==> config.mk <==
export PLATFORM = sky130hd
export DESIGN_NAME = div_ctrl
export DESIGN_NICKNAME = d
export VERILOG_FILES = /design/src/rtl/div_ctrl.sv
export SDC_FILE = /design/constraint.sdc
export NUM_CORES = 1
export LEC_CHECK = 0
export ABC_AREA = 1
export CAP_MARGIN = 20
export CORE_MARGIN = 8
export CORE_UTILIZATION = 37
export DETAILED_ROUTE_END_ITERATION = 12
export PLACE_DENSITY = 0.87
export SKIP_CTS_REPAIR_TIMING = 1
export SLEW_MARGIN = 20
export SYNTH_ARGS = -nofsm -noshare
export SYNTH_HDL_FRONTEND = slang
export SYNTH_SLANG_ARGS = --single-unit
==> constraint.sdc <==
create_clock -name clk -period 1.51 [get_ports clk]
set_clock_uncertainty 0.2 [all_clocks]
set_input_delay 0.151 -clock clk [delete_from_list [all_inputs] [get_ports clk]]
set_output_delay 0.151 -clock clk [all_outputs]
set_load 0.01 [all_outputs]
==> src/rtl/div_ctrl.sv <==
// div_ctrl: EX-stage sequencer for the iterative 32-bit MIPS DIV/DIVU divider.
// Latches the operands on acceptance, runs the divider start/annul handshake,
// stalls the pipeline while a divide is in flight, writes HI/LO on completion,
// and aborts through a drain phase on flush or watchdog timeout.
//
// Divider handshake: div_start_o is held high for the whole RUN phase, and the
// operands stay frozen on div_op*_o while it is high. The divider raises
// div_ready_i with a valid div_result_i and keeps it high for as long as
// div_start_o stays high. It drops ready once div_start_o falls. A
// div_annul_o pulse (with div_start_o low) kills the operation in progress.
module div_ctrl #(
  parameter int TIMEOUT_CYCLES = 40,
  parameter int TMO_W          = 6,
  parameter int DRAIN_CYCLES   = 2
) (
  input  logic        clk,
  input  logic        rst_n,
  input  logic        ex_div_req_i,
  input  logic        ex_div_signed_i,
  input  logic [31:0] ex_op1_i,
  input  logic [31:0] ex_op2_i,
  input  logic        flush_i,
  output logic        stall_req_o,
  output logic        hilo_we_o,
  output logic [31:0] hi_o,
  output logic [31:0] lo_o,
  output logic        err_o,
  output logic        div_signed_o,
  output logic [31:0] div_op1_o,
  output logic [31:0] div_op2_o,
  output logic        div_start_o,
  output logic        div_annul_o,
  input  logic [63:0] div_result_i,
  input  logic        div_ready_i
);

  typedef enum logic [1:0] {
    S_IDLE  = 2'd0,
    S_RUN   = 2'd1,
    S_DONE  = 2'd2,
    S_DRAIN = 2'd3
  } state_t;

  // Drain counter counts 0 .. DRAIN_CYCLES-1; at least one bit wide.
  localparam int DRN_W = (DRAIN_CYCLES < 2) ? 1 : $clog2(DRAIN_CYCLES);
  localparam logic [DRN_W-1:0] DRN_LAST =
    DRN_W'((DRAIN_CYCLES > 0) ? (DRAIN_CYCLES - 1) : 0);
  localparam logic [TMO_W-1:0] TMO_LAST = TMO_W'(TIMEOUT_CYCLES - 1);

  state_t             state_q, state_d;
  logic [TMO_W-1:0]   tmo_cnt_q, tmo_cnt_d;
  logic [DRN_W-1:0]   drn_cnt_q, drn_cnt_d;
  logic               div_signed_q, div_signed_d;
  logic [31:0]        div_op1_q, div_op1_d;
  logic [31:0]        div_op2_q, div_op2_d;
  logic [31:0]        hi_q, hi_d;
  logic [31:0]        lo_q, lo_d;
  logic               hilo_we_q, hilo_we_d;
  logic               err_q, err_d;
  logic               stall_c;
  logic               start_c;
  logic               annul_c;

  // State and datapath registers; everything returns to zero on reset.
  always_ff @(posedge clk or negedge rst_n) begin
    if (!rst_n) begin
      state_q      <= S_IDLE;
      tmo_cnt_q    <= '0;
      drn_cnt_q    <= '0;
      div_signed_q <= 1'b0;
      div_op1_q    <= '0;
      div_op2_q    <= '0;
      hi_q         <= '0;
      lo_q         <= '0;
      hilo_we_q    <= 1'b0;
      err_q        <= 1'b0;
    end else begin
      state_q      <= state_d;
      tmo_cnt_q    <= tmo_cnt_d;
      drn_cnt_q    <= drn_cnt_d;
      div_signed_q <= div_signed_d;
      div_op1_q    <= div_op1_d;
      div_op2_q    <= div_op2_d;
      hi_q         <= hi_d;
      lo_q         <= lo_d;
      hilo_we_q    <= hilo_we_d;
      err_q        <= err_d;
    end
  end

  // Next-state, counters and combinational handshake/stall outputs.
  always_comb begin
    state_d      = state_q;
    tmo_cnt_d    = tmo_cnt_q;
    drn_cnt_d    = drn_cnt_q;
    div_signed_d = div_signed_q;
    div_op1_d    = div_op1_q;
    div_op2_d    = div_op2_q;
    hi_d         = hi_q;
    lo_d         = lo_q;
    hilo_we_d    = 1'b0;
    err_d        = 1'b0;
    stall_c      = 1'b0;
    start_c      = 1'b0;
    annul_c      = 1'b0;

    case (state_q)
      S_IDLE: begin
        // Flush wins over a request arriving in the same cycle.
        if (ex_div_req_i && !flush_i) begin
          div_signed_d = ex_div_signed_i;
          div_op1_d    = ex_op1_i;
          div_op2_d    = ex_op2_i;
          tmo_cnt_d    = '0;
          stall_c      = 1'b1;
          state_d      = S_RUN;
        end
      end

      S_RUN: begin
        start_c   = 1'b1;
        stall_c   = 1'b1;
        tmo_cnt_d = tmo_cnt_q + 1'b1;
        if (flush_i) begin
          start_c   = 1'b0;
          annul_c   = 1'b1;
          stall_c   = 1'b0;
          drn_cnt_d = '0;
          state_d   = S_DRAIN;
        end else if (div_ready_i) begin
          // Release EX in the ready cycle; the write strobe follows next cycle.
          stall_c   = 1'b0;
          hi_d      = div_result_i[63:32];
          lo_d      = div_result_i[31:0];
          hilo_we_d = 1'b1;
          state_d   = S_DONE;
        end else if (tmo_cnt_q == TMO_LAST) begin
          start_c   = 1'b0;
          annul_c   = 1'b1;
          stall_c   = 1'b0;
          err_d     = 1'b1;
          drn_cnt_d = '0;
          state_d   = S_DRAIN;
        end
      end

      S_DONE: begin
        // A new request waits here until the divider has dropped ready.
        stall_c = ex_div_req_i;
        if (!div_ready_i) begin
          state_d = S_IDLE;
        end
      end

      S_DRAIN: begin
        // Minimum dwell covers an abort landing in the divider's end states.
        stall_c = ex_div_req_i && !flush_i;
        if (drn_cnt_q != DRN_LAST) begin
          drn_cnt_d = drn_cnt_q + 1'b1;
        end else if (!div_ready_i) begin
          state_d = S_IDLE;
        end
      end

      default: begin
        state_d = S_IDLE;
      end
    endcase
  end

  // Stall is forced low while reset is asserted, whatever EX presents.
  assign stall_req_o  = rst_n & stall_c;
  assign div_start_o  = start_c;
  assign div_annul_o  = annul_c;
  assign hilo_we_o    = hilo_we_q;
  assign err_o        = err_q;
  assign hi_o         = hi_q;
  assign lo_o         = lo_q;
  assign div_signed_o = div_signed_q;
  assign div_op1_o    = div_op1_q;
  assign div_op2_o    = div_op2_q;

endmodule

==> results of run 1 <==
layer usage:
layer | up-vias | track usage [%] | part of all wire, %
li1 | 2638 | - | -
met5 | - | 0 | 0
met3 | 39 | 7.29 | 7.9
met2 | 281 | 31.3 | 51
met1 | 2946 | 23.2 | 39
met4 | 0 | 6.29 | 2.0
metrics by stage:
| step | hold WS [ns] | area (µm²) | utilization [%] | TNS (ns) | worst slack (ns) |
|---|---|---|---|---|---|
| 2_1_floorplan | -0.345 | 5580 | - | -0.410 | -0.0220 |
| 3_3_place_gp | 0.141 | 8720 | 59.7 | -23.00 | -0.465 |
| 3_5_place_dp | 0.144 | 8720 | 59.7 | -26.91 | -0.477 |
| 4_1_cts | -0.315 | 9370 | 64.2 | -48.15 | -0.919 |
| 5_1_grt | 0.0660 | 11300 | 77.4 | -42.52 | -0.629 |
| 6_report | 0.0654 | 11300 | 77.4 | -37.51 | -0.557 |
worst min-delay path, delay by kind of cell:
family,cells,cell delay [ns]
buf+inv,1,0.39
simple gates,2,0.11
sequential cells by signal, indices dropped and copies added (netlist names):
signal        cells
err_o             1
lo_o             32
drn_cnt_q         1
hilo_we_o         1
hi_o             32
div_op2_o        32
state_q           2
tmo_cnt_q         6
div_op1_o        32
div_signed_o      1
area by class of cell:
| class | count | share of cell area (%) |
|---|---|---|
| Multi-Input combinational cell | 454 | 22.6 |
| Timing Repair inverter | 1 | 0.144 |
| Sequential cell | 140 | 31.0 |
| Clock inverter | 12 | 1.86 |
| Inverter | 18 | 0.898 |
| Timing Repair Buffer | 349 | 37.5 |
| Tap cell | 184 | 2.04 |
| Clock buffer | 20 | 3.96 |
layout by cell type (no fill, tap or decap), types with 6 or more instances in the layout:
| cell type | n |
|---|---|
| buf_12 | 15 |
| buf_4 | 26 |
| buf_6 | 18 |
| buf_8 | 7 |
| clkbuf_16 | 34 |
| clkdlybuf4s50_1 | 132 |
| dfrtp_1 | 139 |
| dlymetal6s2s_1 | 131 |
| inv_1 | 10 |
| nand2_1 | 252 |
| nand2_2 | 120 |
| nand2_4 | 46 |
| nand3_1 | 6 |
power by group through the flow:
stage	registers, mW	clock network [mW]	logic (mW)
after floorplan	7.15	0	2.29
after global placement	6.32	0	7.88
after detailed placement	6.42	0	8.08
after CTS	6.39	4.75	8.11
after global routing	7.04	4.92	10.8
final	6.85	4.72	10.1
final timing paths:
kind                                  to  slack (ns)             from
min in group asynchronous   tmo_cnt_q[0]        0.24            rst_n
max                          div_annul_o       -0.56     tmo_cnt_q[1]
min reg2reg                      lo_o[5]        0.27          lo_o[5]
min                              lo_o[1]        0.07  div_result_i[1]
max reg2reg                     lo_o[16]       -0.44       state_q[1]
max in group asynchronous  div_op1_o[12]        0.28            rst_n
cells by family (layout without fill, tap and decap cells):
kind of cell	Yosys count	after routing
simple gates	439	439
flops	140	140
buf+inv	46	400
compound gates	9	9
fa+ha+maj	5	5
xor+xnor	1	1
==> run summary, run 1 <==
status -> finished with violations
violated checks -> negative setup slack
combinational share of power -> 46.7%
switching share of total power -> 36.3%
first-pass GRT wire length -> 29600 µm
area leader, netlist -> dfrtp_1
crit path buf inv count -> 2
Pwr Density -> 1920 mW/mm²
top cells by area, synth -> dfrtp_1 (63%), nand2_1 (28%), buf_2 (1.4%), buf_4 (1.2%), ha_1 (1.1%)
adder-cell share of the synthesized area -> 1.13%
hpwl dp -> 14000 µm
Least-Margin Pin Slew -> 0.772 ns
EDFF count, synth -> 0
Die ar. -> 0.0192 mm²
Vias -> 5904
vias in the first global route -> 5482
most numerous cell in the Yosys netlist -> nand2_1
core area -> 0.0146 mm²
Compound-Gate Fraction of Synth Area -> 0.901%
1st-pass router iterations -> 5
Final nets -> 1120
TritonCTS Buffers -> 17
Synth warnings -> 0
Final period util -> 137%
critical path class -> flip-flop to primary output
Die Span Y -> 139 µm
Clock Pin Slew Worst Setup and Hold Paths -> 0.07 ns
H-Tree Depth -> 4
IO buf count -> 267
Post-synth top flop -> dfrtp_1
Final Hold Viols -> 0
Total Wirelength -> 25700 µm
peak supply drop -> 1120 µV
DRC errors left -> 0
Synth top area share -> 63.1%
Die Width -> 139 µm
worst-path cell chain -> ha_4 > nand2_4 > nor2_4 > nand3_2 > nand2_1 > nand2_1 > inv_1 > buf_6
initial antenna violation count -> 0
CP max FO -> 3
pins over their slew limit -> 0
Root Driver -> clkbuf_16
startpoint types -> flip-flop
synth cell count leaders -> nand2_1 (418), dfrtp_1 (140), buf_2 (15), inv_1 (13)
Synth Area in Simple Gates -> 30.3%
Starting DRT DRC Count -> 355
# IOs -> 268
sequential power share -> 31.6%
clock latency on the worst-skew pair -> 0.42 ns
RePlAce Congestion -> 0.869
post-synthesis async set-or-reset flop share -> 100%
maxcap violations -> 0
total gr overflow -> 0
clock sinks -> 140
# fillers -> 822
Crit path max-delay family -> simple AND/OR/NAND/NOR gates
dominant combinational cell family by area after synthesis -> simple AND/OR/NAND/NOR gates
CTS tree -> yes
dpl cells -> 1101
XOR/XNOR share of the synthesized area -> 0.158%
post-route minimum period -> 2.07 ns
largest net degree at the start of global routing -> 141
post-synthesis mux area share -> 0%
post-synthesis cell type count -> 20
synthesis-to-finish area growth -> 103%
leak pwr -> 6.85 nW
Mapped Avg Cell Area -> 8.68 µm²
share of cells above drive strength 1 -> 30.8%
storage element area -> 0.00350 mm²
Slowest cell on crit path -> dfrtp_1
Pint -> 13.8 mW
area of the multi-input gates -> 0.00255 mm²
R2R depth -> 10
WP depth -> 8
hold crit path type -> input pin to flip-flop
number of routed nets with antenna violations -> 0
FMAX -> 484 MHz
relative slew slack -> 48.5%
CP endpoint kind -> primary output
Synth Instances -> 640
post-synthesis register bit count -> 140
switching power total -> 7.89 mW
Non-Filler Instances -> 1178
vias per cell -> 5.01
CTS max path bufs -> 2
GR Util All Layers -> 19.3%
clock share of power -> 21.7%
Worst Path Arrival -> 1.72 ns
Worst EP required -> 1.16 ns
post-route setup slack -> -0.557 ns
starting density of the core -> 38.1%
RSZ-0062 raised after global routing -> yes
hold path cells -> 3
Final setup viols -> 142
Crit path largest cell delay -> 0.41 ns
register area share after synthesis -> 63.1%
PnR Total Power -> 21.7 mW
synthesized area -> 0.00555 mm²
WL per Instance -> 21.8 µm
Antenna Cells -> 0
cell mode on critical path -> nand2_1
row cnt -> 44
syn nets -> 779
(Power assumes the default switching activity.)
==> run 2: changes to the inputs <==
Settings changed: CORE_UTILIZATION 37 to 41, PLACE_DENSITY 0.87 to 0.91.
Clock period 1.51 ns to 2.2 ns, I/O delays scaled along.
==> run summary, run 2 (synthesis gave the netlist of run 1 again) <==
highest routed layer -> met4
critical path class -> flip-flop to primary output
maxcap violations -> 0
Die Span Y -> 132 µm
WL per Instance -> 16.4 µm
TritonCTS Buffers -> 17
Post-Layout Inst Area -> 0.00907 mm²
Die Width -> 132 µm
pins over their slew limit -> 0
synthesis-to-finish area growth -> 63.4%
RePlAce Congestion -> 0.921
Worst EP required -> 1.78 ns
clock latency on the worst-skew pair -> 0.40 ns
IO buf count -> 267
row cnt -> 42
vias in the first global route -> 5268
most frequent cells in the layout -> nand2_1 (418), clkdlybuf4s50_1 (263), dfrtp_1 (140)
met3 wire len -> 1680 µm
Root Driver -> clkbuf_16
Vias -> 5174
# fillers -> 990
FMAX -> 477 MHz
Final Hold Viols -> 0
CTS max path bufs -> 2
peak supply drop -> 708 µV
Least-Margin Pin Slew -> 0.723 ns
DR WL met2 -> 8760 µm
startpoint types -> flip-flop
# IOs -> 268
1st-pass router iterations -> 6
share of cells above drive strength 1 -> 5.75%
Starting DRT DRC Count -> 391
R2R depth -> 9
status -> completed
DRC errors left -> 0
RSZ-0062 raised after global routing -> yes
PnR Total Power -> 12.7 mW
hpwl dp -> 13200 µm
post-route minimum period -> 2.10 ns
R2R Setup Slk -> 0.27 ns
R2R Path End -> hi_o[0]
RR Startpoint -> state_q[1]
first-pass GRT wire length -> 28100 µm
CP Capture Point -> div_annul_o
CTS tree -> yes
CP endpoint kind -> primary output
number of routed nets with antenna violations -> 0
routed length on met1 -> 7170 µm
CP max FO -> 5
CP startpoint -> tmo_cnt_q[0]
Clock Pin Slew Worst Setup and Hold Paths -> 0.06 ns
commonest non-fill, non-tap cell in the layout -> nand2_1
largest net degree at the start of global routing -> 141
core area -> 0.0132 mm²
Final setup viols -> 0
Total Wirelength -> 17900 µm
clock sinks -> 140
final cell utilization of the core -> 68.5%
dpl cells -> 1065
total gr overflow -> 0
GR Util All Layers -> 20.3%
Final period util -> 95.3%
Non-Filler Instances -> 1097
relative slew slack -> 51.8%
Worst Path Arrival -> 1.68 ns
initial antenna violation count -> 0
vias per cell -> 4.72
leak pwr -> 4.53 nW
area post-placement -> 0.00841 mm²
Pwr Density -> 1400 mW/mm²
Antenna Cells -> 0
Die ar. -> 0.0175 mm²
Final nets -> 1049
H-Tree Depth -> 4
starting density of the core -> 41.9%
hold crit path type -> input pin to flip-flop
## run 2: area by class of cell
| class | count | area [µm²] | area share [%] |
|---|---|---|---|
| clock buffer | 19 | 453 | 4.99 |
| clock inverter | 11 | 193 | 2.12 |
| inverter | 18 | 67.6 | 0.745 |
| multi-input combinational | 454 | 1810 | 19.9 |
| sequential | 140 | 3500 | 38.6 |
| tap | 176 | 220 | 2.43 |
| timing repair buffer | 279 | 2830 | 31.2 |
## run 2: power breakdown
part / switching, mW / internal [mW] / total, mW
clock network: 1.03 / 2.06 / 3.09
logic: 2.44 / 2.76 / 5.20
registers: 0.655 / 3.74 / 4.40
## run 2: through the flow
step	hold WS (ns)	setup WS, ns	TNS [ns]
6_report	0.144	0.104	0
5_1_grt	0.129	-0.0451	-0.0503
4_1_cts	-0.217	-0.318	-0.837
3_5_place_dp	0.220	0.112	0
3_3_place_gp	0.214	0.141	0
2_1_floorplan	-0.276	0.630	0
## run 2: critical path, cell delays in order (launching register included)
cell and delay [ns]:
dfrtp_1 0.41, ha_2 0.21, nand2_1 0.09, nor2_2 0.14, nand3_1 0.10, nand2_1 0.07, nand2_1 0.06, inv_1 0.05
dlymetal6s2s_1 0.15
## run 2: worst min-delay path by stage
stage / to / startpoint / cells after the start / slack, ns
2_1_floorplan: div_op1_o[0] / rst_n / 0 / -0.28
3_3_place_gp: hi_o[28] / rst_n / 2 / 0.21
3_5_place_dp: lo_o[8] / rst_n / 2 / 0.22
4_1_cts: div_op2_o[15] / rst_n / 2 / -0.22
5_1_grt: hi_o[11] / div_result_i[43] / 3 / 0.13
6_report: div_op2_o[15] / ex_op2_i[15] / 3 / 0.14
## run 2: per-layer routing
layer | up-vias | global-route usage [%]
li1 | 2471 | -
met4 | 0 | 6.69
met2 | 239 | 34.0
met5 | - | 0
met1 | 2433 | 22.8
met3 | 31 | 8.46
==> run 3: changes to the inputs <==
==> constraint.sdc (replaced) <==
create_clock -name clk -period 2.2 [get_ports clk]
set_clock_uncertainty 0.2 [all_clocks]
set_input_delay 0.66 -clock clk [delete_from_list [all_inputs] [get_ports clk]]
set_output_delay 0.66 -clock clk [all_outputs]
set_load 0.01 [all_outputs]
==> run summary, run 3 (synthesis gave the netlist of run 1 again) <==
status -> finished with violations
violated checks -> negative setup slack
core area -> 0.0132 mm²
synthesis-to-finish area growth -> 74.2%
Total Wirelength -> 19600 µm
vias per cell -> 4.74
Die ar. -> 0.0175 mm²
startpoint types -> flip-flop
peak supply drop -> 786 µV
PnR Total Power -> 12.7 mW
CTS tree -> yes
Final nets -> 1079
IO buf count -> 267
most frequent cells in the layout -> nand2_1 (414), dfrtp_1 (140), clkdlybuf4s50_1 (137)
Die Span Y -> 132 µm
FMAX -> 397 MHz
H-Tree Depth -> 4
WL per Instance -> 17.3 µm
CTS max path bufs -> 2
starting density of the core -> 41.9%
# IOs -> 268
initial antenna violation count -> 0
first-pass GRT wire length -> 29700 µm
Pwr Density -> 1310 mW/mm²
DRC errors left -> 0
GR Util All Layers -> 21.4%
relative slew slack -> 49.3%
commonest non-fill, non-tap cell in the layout -> nand2_1
leak pwr -> 6.21 nW
Clock Pin Slew Worst Setup and Hold Paths -> 0.06 ns
Final Hold Viols -> 0
pins over their slew limit -> 0
worst hold slack -> 0.157 ns
row cnt -> 42
post-route minimum period -> 2.52 ns
setup tns final -> -0.781 ns
share of cells above drive strength 1 -> 10.3%
# fillers -> 865
Root Driver -> clkbuf_16
Least-Margin Pin Slew -> 0.761 ns
hold crit path type -> input pin to async pin
area of the multi-input gates -> 0.00185 mm²
Final period util -> 114%
post-route setup slack -> -0.318 ns
clock sinks -> 140
vias in the first global route -> 5537
CP max FO -> 2
Final setup viols -> 3
Starting DRT DRC Count -> 338
CP endpoint kind -> primary output
number of routed nets with antenna violations -> 0
Vias -> 5344
TritonCTS Buffers -> 17
RePlAce Congestion -> 0.852
critical path class -> flip-flop to primary output
maxcap violations -> 0
largest net degree at the start of global routing -> 79
storage element area -> 0.00350 mm²
Die Width -> 132 µm
hpwl dp -> 13900 µm
RSZ-0062 raised after global routing -> yes
Antenna Cells -> 0
R2R Setup Slk -> 0.40 ns
total gr overflow -> 0
Worst EP required -> 1.34 ns
1st-pass router iterations -> 4
Worst Path Arrival -> 1.66 ns
clock latency on the worst-skew pair -> 0.41 ns
==> run 3: cell count changes in the layout (fill, tap and decap cells not counted), sizes merged <==
cell           before  now
buf                12   46
clkinv              4    5
clkbuf             20   19
clkdlybuf4s50     263  137
dlymetal6s2s        2  126
dlygate4sd3         1    0
==> run 3: where the power goes <==
part	leakage [nW]	internal, mW	switching [mW]
sequential	1.75	3.74	0.633
clock	0.315	2.06	1.06
combinational	4.14	2.64	2.58
total	6.21	8.44	4.28
==> run 3: path summary, 6_finish.rpt <==
check,from,to,cells past startpoint
min in group clk,hi_o[6],hi_o[6],2
max in group asynchronous,rst_n,div_op1_o[19],3
worst max register to register,state_q[0],tmo_cnt_q[2],8
worst min register to register,hi_o[6],hi_o[6],2
worst max-delay path,tmo_cnt_q[1],stall_req_o,7
worst min-delay path,rst_n,hi_o[27],3
==> run 3: metrics by stage <==
stage / worst slack (ns) / cell area (µm²) / utilization (%) / instances
6_report: -0.318 / 9680 / 73.1 / 1128
5_1_grt: -0.391 / 9680 / 73.1 / 1128
4_1_cts: -0.846 / 9280 / 70.0 / 1124
3_5_place_dp: -0.827 / 8630 / 65.2 / 1093
3_3_place_gp: -0.740 / 8630 / 65.2 / 1093
2_1_floorplan: 0.0932 / 5550 / - / 640
==> run 3: layout make-up <==
cell class              instances  area share [%]
clock buffers                  19            4.68
clock inverters                12            2.00
inverters                      18           0.698
multi-input cells             454            19.1
flip-flops and latches        140            36.2
well taps                     176            2.28
repair buffers                309            35.0
==> run 3: routing by layer <==
metal / wire length (µm) / track usage, % / share of wire (%) / up-vias
met1: 7490 / 24.1 / 38 / 2541
li1: - / - / - / 2532
met5: 0 / 0 / 0 / -
met2: 9680 / 35.4 / 50 / 242
met4: 371 / 7.76 / 1.9 / 0
met3: 2010 / 9.22 / 10 / 29
==> run 3: critical path, cell delays in order (launching register included) <==
cell and delay, ns:
dfrtp_1 0.39, ha_2 0.20, nand2_2 0.11, nor2_4 0.06
nand2_2 0.07, nand2_2 0.06, a31oi_1 0.18, buf_2 0.16
==> variant 1, RTL diff (flow settings as in run 1) <==
Register the input `div_result_i` before use, without a reset. The logic sees it one clock later. The other inputs are not delayed to match.
--- a/src/rtl/div_ctrl.sv
+++ b/src/rtl/div_ctrl.sv
@@ -46,6 +46,12 @@
   localparam logic [DRN_W-1:0] DRN_LAST =
     DRN_W'((DRAIN_CYCLES > 0) ? (DRAIN_CYCLES - 1) : 0);
   localparam logic [TMO_W-1:0] TMO_LAST = TMO_W'(TIMEOUT_CYCLES - 1);
+
+  logic [63:0] div_result_q;
+
+  always_ff @(posedge clk) begin
+    div_result_q <= div_result_i;
+  end
 
   state_t             state_q, state_d;
   logic [TMO_W-1:0]   tmo_cnt_q, tmo_cnt_d;
@@ -130,8 +136,8 @@
         end else if (div_ready_i) begin
           // Release EX in the ready cycle; the write strobe follows next cycle.
           stall_c   = 1'b0;
-          hi_d      = div_result_i[63:32];
-          lo_d      = div_result_i[31:0];
+          hi_d      = div_result_q[63:32];
+          lo_d      = div_result_q[31:0];
           hilo_we_d = 1'b1;
           state_d   = S_DONE;
         end else if (tmo_cnt_q == TMO_LAST) begin
Formal check against the unedited RTL: not equivalent (Yosys sat finds a counterexample within 4 cycles, from zero or initial values and one cycle with rst_n low).
==> variant 1 against run 1 <==
  * The flow finishes with violations (negative hold slack, negative setup slack)
  * Design area rose by 10%
  * Total power rose by 4.5%
  * Fmax fell by 0.28%
  * Synthesized cell count rose by 10%
  * Register-to-register slack barely moved
  * Clock power rose by 18%
  * Sequential cell count rose by 64
  * Wire length rose by 2.9%
  * Worst setup slack got worse by 0.0057 ns
  * Worst hold slack got worse by 0.071 ns
  * Final cell count rose by 16%
  * Area after synthesis rose by 24%
  * Combinational power fell by 13%
==> variant 1: results (changes against run 1) <==
status: complete, but fails checks
failing checks: negative hold slack, negative setup slack
slowest stage delay, CP: 0.38 ns (-0.03 ns)
Post-synth EDFFs: 0 (unchanged)
Longest Clk Path Bufs: 3 (+1)
asr flop ratio synth: 0.6863 (-0.3137)
cell internal pwr: 15.05 mW (+8.9%)
first-pass GRT wire length: 32.09 mm (+8.4%)
dpl hpwl: 14.36 mm (+2.4%)
GP Congestion: 0.8585 (-1.2%)
Vias/cell: 4.790 (-4.4%)
Worst VDD drop: 1.237 mV (+10%)
worst hold endpoint: div_op2_o[7]
initial drt markers: 285 (-20%)
Tot GR Track Use: 0.1693 (-0.02381)
final setup fails: 141 (-0.70%)
Place WS: -0.5489 ns (-0.07194 ns)
layout cells sized above 1: 0.1327 (-0.1751)
Synth Area in Compound Gates: 0.007289 (-0.001722)
reg-to-reg critical path endpoint: hi_o[30]
Setup TNS: -33.11 ns (+4.399 ns)
Final WS setup: -0.5629 ns (-0.005745 ns)
Seq power: 8.33 mW (+22%)
vias in the first global route: 6010 (+9.6%)
hold_ws: -0.005922 ns (-0.07136 ns)
hold path startpoint: ex_op2_i[7]
CP Launch Point: tmo_cnt_q[0]
Hold Vio Cnt, Final: 3 (+3)
syn_area_per_cell: 9.754 sq um (+12%)
clock share of power: 0.245 (+0.028)
top cells by area, synth: dfrtp_1, nand2_1, dfxtp_1
slew at the pin closest to its max-slew limit: 0.8419 ns (+0.06970 ns)
Clk Latency, worst-skew pair: 0.50 ns (+0.08 ns)
Cell Pwr Density: 1821 nW/um^2 (-5.3%)
Final Routed Wirelength: 26.45 mm (+2.9%)
Synth Area in XOR/XNOR: 0.001276 (-0.0003014)
H-tree Lvls: 1 (-3)
Leak: 7.428 nW (+8.5%)
number of distinct library cells after synthesis: 23 (+15%)
Total Nets Final: 1253 (+12%)
initial antenna violation count: 1 (+1)
Placed Area: 9961 sq um (+14%)
Syn Nets: 843 (+8.2%)
[variant 1: changes by cell type in the layout (fill, tap and decap cells not counted), moves of 10 or more]
cell	change
buf_4	+10
dfxtp_1	+64
dlygate4sd3_1	+82
nand2_1	+148
nand2_2	-104
nand2_4	-44
[variant 1: critical path, delay by kind of cell (launching register included)]
family / cells / cell delay, ns
AND/OR/NAND/NOR: 5 / 0.45
flip-flops: 1 / 0.38
adder cells (fa/ha/maj): 1 / 0.23
buffers and inverters: 2 / 0.17
[variant 1: routing by layer]
layer  GRT usage  up-vias  wire length (um)
met4     0.04712        0               629
met1      0.2000     3166             10260
met5           0        -                 0
met3     0.07232       45              2603
met2      0.2774      373             12960
li1            -     2954                 -
[variant 1: layout make-up]
cell class                      count  area (sq um)
Antenna cell                        1         2.502
Clock buffer                       31         676.9
Clock inverter                      9         88.84
Fill cell                        1169          6003
Inverter                           14         62.56
Multi-Input combinational cell    458          1958
Sequential cell                   204          4786
Tap cell                          234         292.8
Timing Repair Buffer              413          4576
Timing Repair inverter              1         8.758
==> variant 2, RTL diff (settings of run 1) <==
Made on the original files. `TMO_W`: 6 -> 12.
--- a/src/rtl/div_ctrl.sv
+++ b/src/rtl/div_ctrl.sv
@@ -10,7 +10,7 @@
 // div_annul_o pulse (with div_start_o low) kills the operation in progress.
 module div_ctrl #(
   parameter int TIMEOUT_CYCLES = 40,
-  parameter int TMO_W          = 6,
+  parameter int TMO_W          = 12,
   parameter int DRAIN_CYCLES   = 2
 ) (
   input  logic        clk,
Formal check against the unedited RTL: same outputs for any inputs over 4 cycles, from zero or initial values and one cycle with rst_n low; that may be too few to reach the edited logic, so the function may still have changed.
==> variant 2 against run 1 <==
  * The run still ends with negative setup slack left
  * Largest cell class unchanged
  * Worst setup slack better by 0.040 ns
  * Wire length grew 2.6%
  * Sequential share of layout area grew 0.11 points
  * Register-to-register slack better by 0.11 ns
  * Design area is 3.9% higher
  * Non-clock buffer count is 15 higher
  * Total power is 2.3% higher
  * Sequential cell count is 6 higher
  * First-iteration DRC count increased by 7.0%
  * Worst hold slack barely moved
  * Area after synthesis is 7.6% higher
  * Count of clock-buffer cells in the layout fell by 1
==> variant 2: results (changes against run 1) <==
status: complete, but fails checks
failing checks: negative setup slack
total CTS buffers: 17 (unchanged)
Synth Area in XOR/XNOR: 0.001465 (-0.0001116)
area leader, netlist: dfrtp_1
Setup TNS: -37.36 ns (+0.1491 ns)
Placed Area: 9169 sq um (+5.2%)
layout cells sized above 1: 0.2762 (-0.03169)
cell internal pwr: 14.19 mW (+2.6%)
Vias/cell: 4.930 (-1.6%)
top cells by area, synth: dfrtp_1, nand2_1, buf_6
Filler cells: 902 (+9.7%)
initial antenna violation count: 0 (unchanged)
Worst VDD drop: 0.8944 mV (-20%)
CP arrival: 1.68 ns (-0.04 ns)
Clock Root Buffer: clkbuf_16
clk slew on worst S/H paths: 0.06 ns
pin count of the biggest net entering global routing: 147 (+4.3%)
Syn Nets: 834 (+7.1%)
Post-synth top cells: nand2_1, dfrtp_1, inv_1, nor2_1
register area share after synthesis: 0.6113 (-0.01951)
Tot GR Track Use: 0.1837 (-0.009366)
number of distinct library cells after synthesis: 26 (+30%)
Clk Latency, worst-skew pair: 0.41 ns
Total Nets Final: 1188 (+6.1%)
slowest CP cell: dfrtp_1
Slew HR: 0.4082 (-0.07705)
GP Congestion: 0.8434 (-2.9%)
Cell Pwr Density: 1892 nW/um^2 (-1.6%)
asr flop ratio synth: 1.000 (unchanged)
post-synthesis mux area share: 0 (unchanged)
slowest stage delay, CP: 0.40 ns
antenna fix cells: 0 (unchanged)
Routed Antenna Nets: 0 (unchanged)
Worst Hold Class: input pin to flip-flop
crit path max fanout: 3 (unchanged)
Leak: 7.086 nW (+3.4%)
dpl hpwl: 14.36 mm (+2.4%)
Longest Clk Path Bufs: 2 (unchanged)
initial drt markers: 380 (+7.0%)
first-pass GRT wire length: 29.28 mm (-1.1%)
WL/cell: 20.65 um (-5.4%)
family with the most delay on the worst path: flip-flops
adder-cell share of the synthesized area: 0.01047 (-0.0007970)
PortBufs: 267 (unchanged)
Yosys warning count: 0 (unchanged)
Final WS setup: -0.5173 ns (+0.03986 ns)
vias in the first global route: 5631 (+2.7%)
first drt pass iteration count: 5 (unchanged)
Hold Vio Cnt, Final: 0 (unchanged)
Synth Area in Compound Gates: 0.01256 (+0.003549)
final setup fails: 148 (+4.2%)
H-tree Lvls: 4 (unchanged)
## variant 2: cell count changes after synthesis, sizes merged, moves of 2 or more
cell / before / now
nand3: 10 / 12
o21ai: 5 / 9
nor2: 7 / 23
buf: 27 / 29
nor3: 1 / 3
inv: 18 / 26
dfrtp: 140 / 146
nand2: 418 / 431
## variant 2: metal layers
layer / track usage / vias up / routed length [um]
met1: 0.2100 / 3065 / 9912
met3: 0.08748 / 61 / 2756
met2: 0.2970 / 351 / 12930
met4: 0.05984 / 0 / 780
li1: - / 2819 / -
met5: 0 / - / 0
## variant 2: logic make-up (layout without fill, tap and decap cells)
group,count (synthesis),in the layout
and+or+nand+nor,473,473
xor gates and xnor gates,1,1
AOI/OAI and AO/OA,14,14
adders and majority gates,5,5
buffers and inverters,56,422
DFF,146,146
## variant 2: power by group through the flow
stage          registers, mW  clock network, mW  logic [mW]
2_1_floorplan           7.40                  0        2.48
3_3_place_gp            6.56                  0        8.12
3_5_place_dp            6.66                  0        8.32
4_1_cts                 6.62               4.86        8.36
5_1_grt                 7.16               5.09        11.1
6_report                7.01               4.82        10.4
## variant 2: metrics by stage
stage	setup WS (ns)	instances
after floorplan	-0.09124	695
after detailed placement	-0.4694	1197
after CTS	-0.9243	1228
after global placement	-0.4395	1197
final	-0.5173	1277
after global routing	-0.5705	1277
## variant 2: area by class of cell
type | count | area, sq um | area share
inverter | 26 | 133.9 | 0.01141
timing repair inverter | 1 | 8.758 | 0.0007466
sequential | 146 | 3655 | 0.3115
clock buffer | 19 | 432.9 | 0.03690
clock inverter | 12 | 230.2 | 0.01962
multi-input combinational | 493 | 2634 | 0.2245
tap | 216 | 270.3 | 0.02304
timing repair buffer | 364 | 4367 | 0.3722
## variant 2: final timing paths
kind                                  start            end  slack, ns  cells past startpoint
min in group asynchronous             rst_n   tmo_cnt_q[1]       0.17                      3
setup / recovery               tmo_cnt_q[7]    stall_req_o      -0.52                      8
setup reg to reg                 state_q[0]   tmo_cnt_q[7]      -0.33                      9
hold reg to reg                    hi_o[27]       hi_o[27]       0.27                      2
max in group asynchronous             rst_n  div_op1_o[20]       0.18                      3
hold / removal             div_result_i[59]       hi_o[27]       0.07                      3
## variant 2: worst register-to-register path, stage by stage, from the launching register on
cell and delay, ns:
dfrtp_2 0.46, ha_4 0.20, buf_6 0.11, buf_8 0.13, nand2_4 0.06, nand2_4 0.08, buf_6 0.13, buf_6 0.12
nand4_1 0.09, o21ai_0 0.11
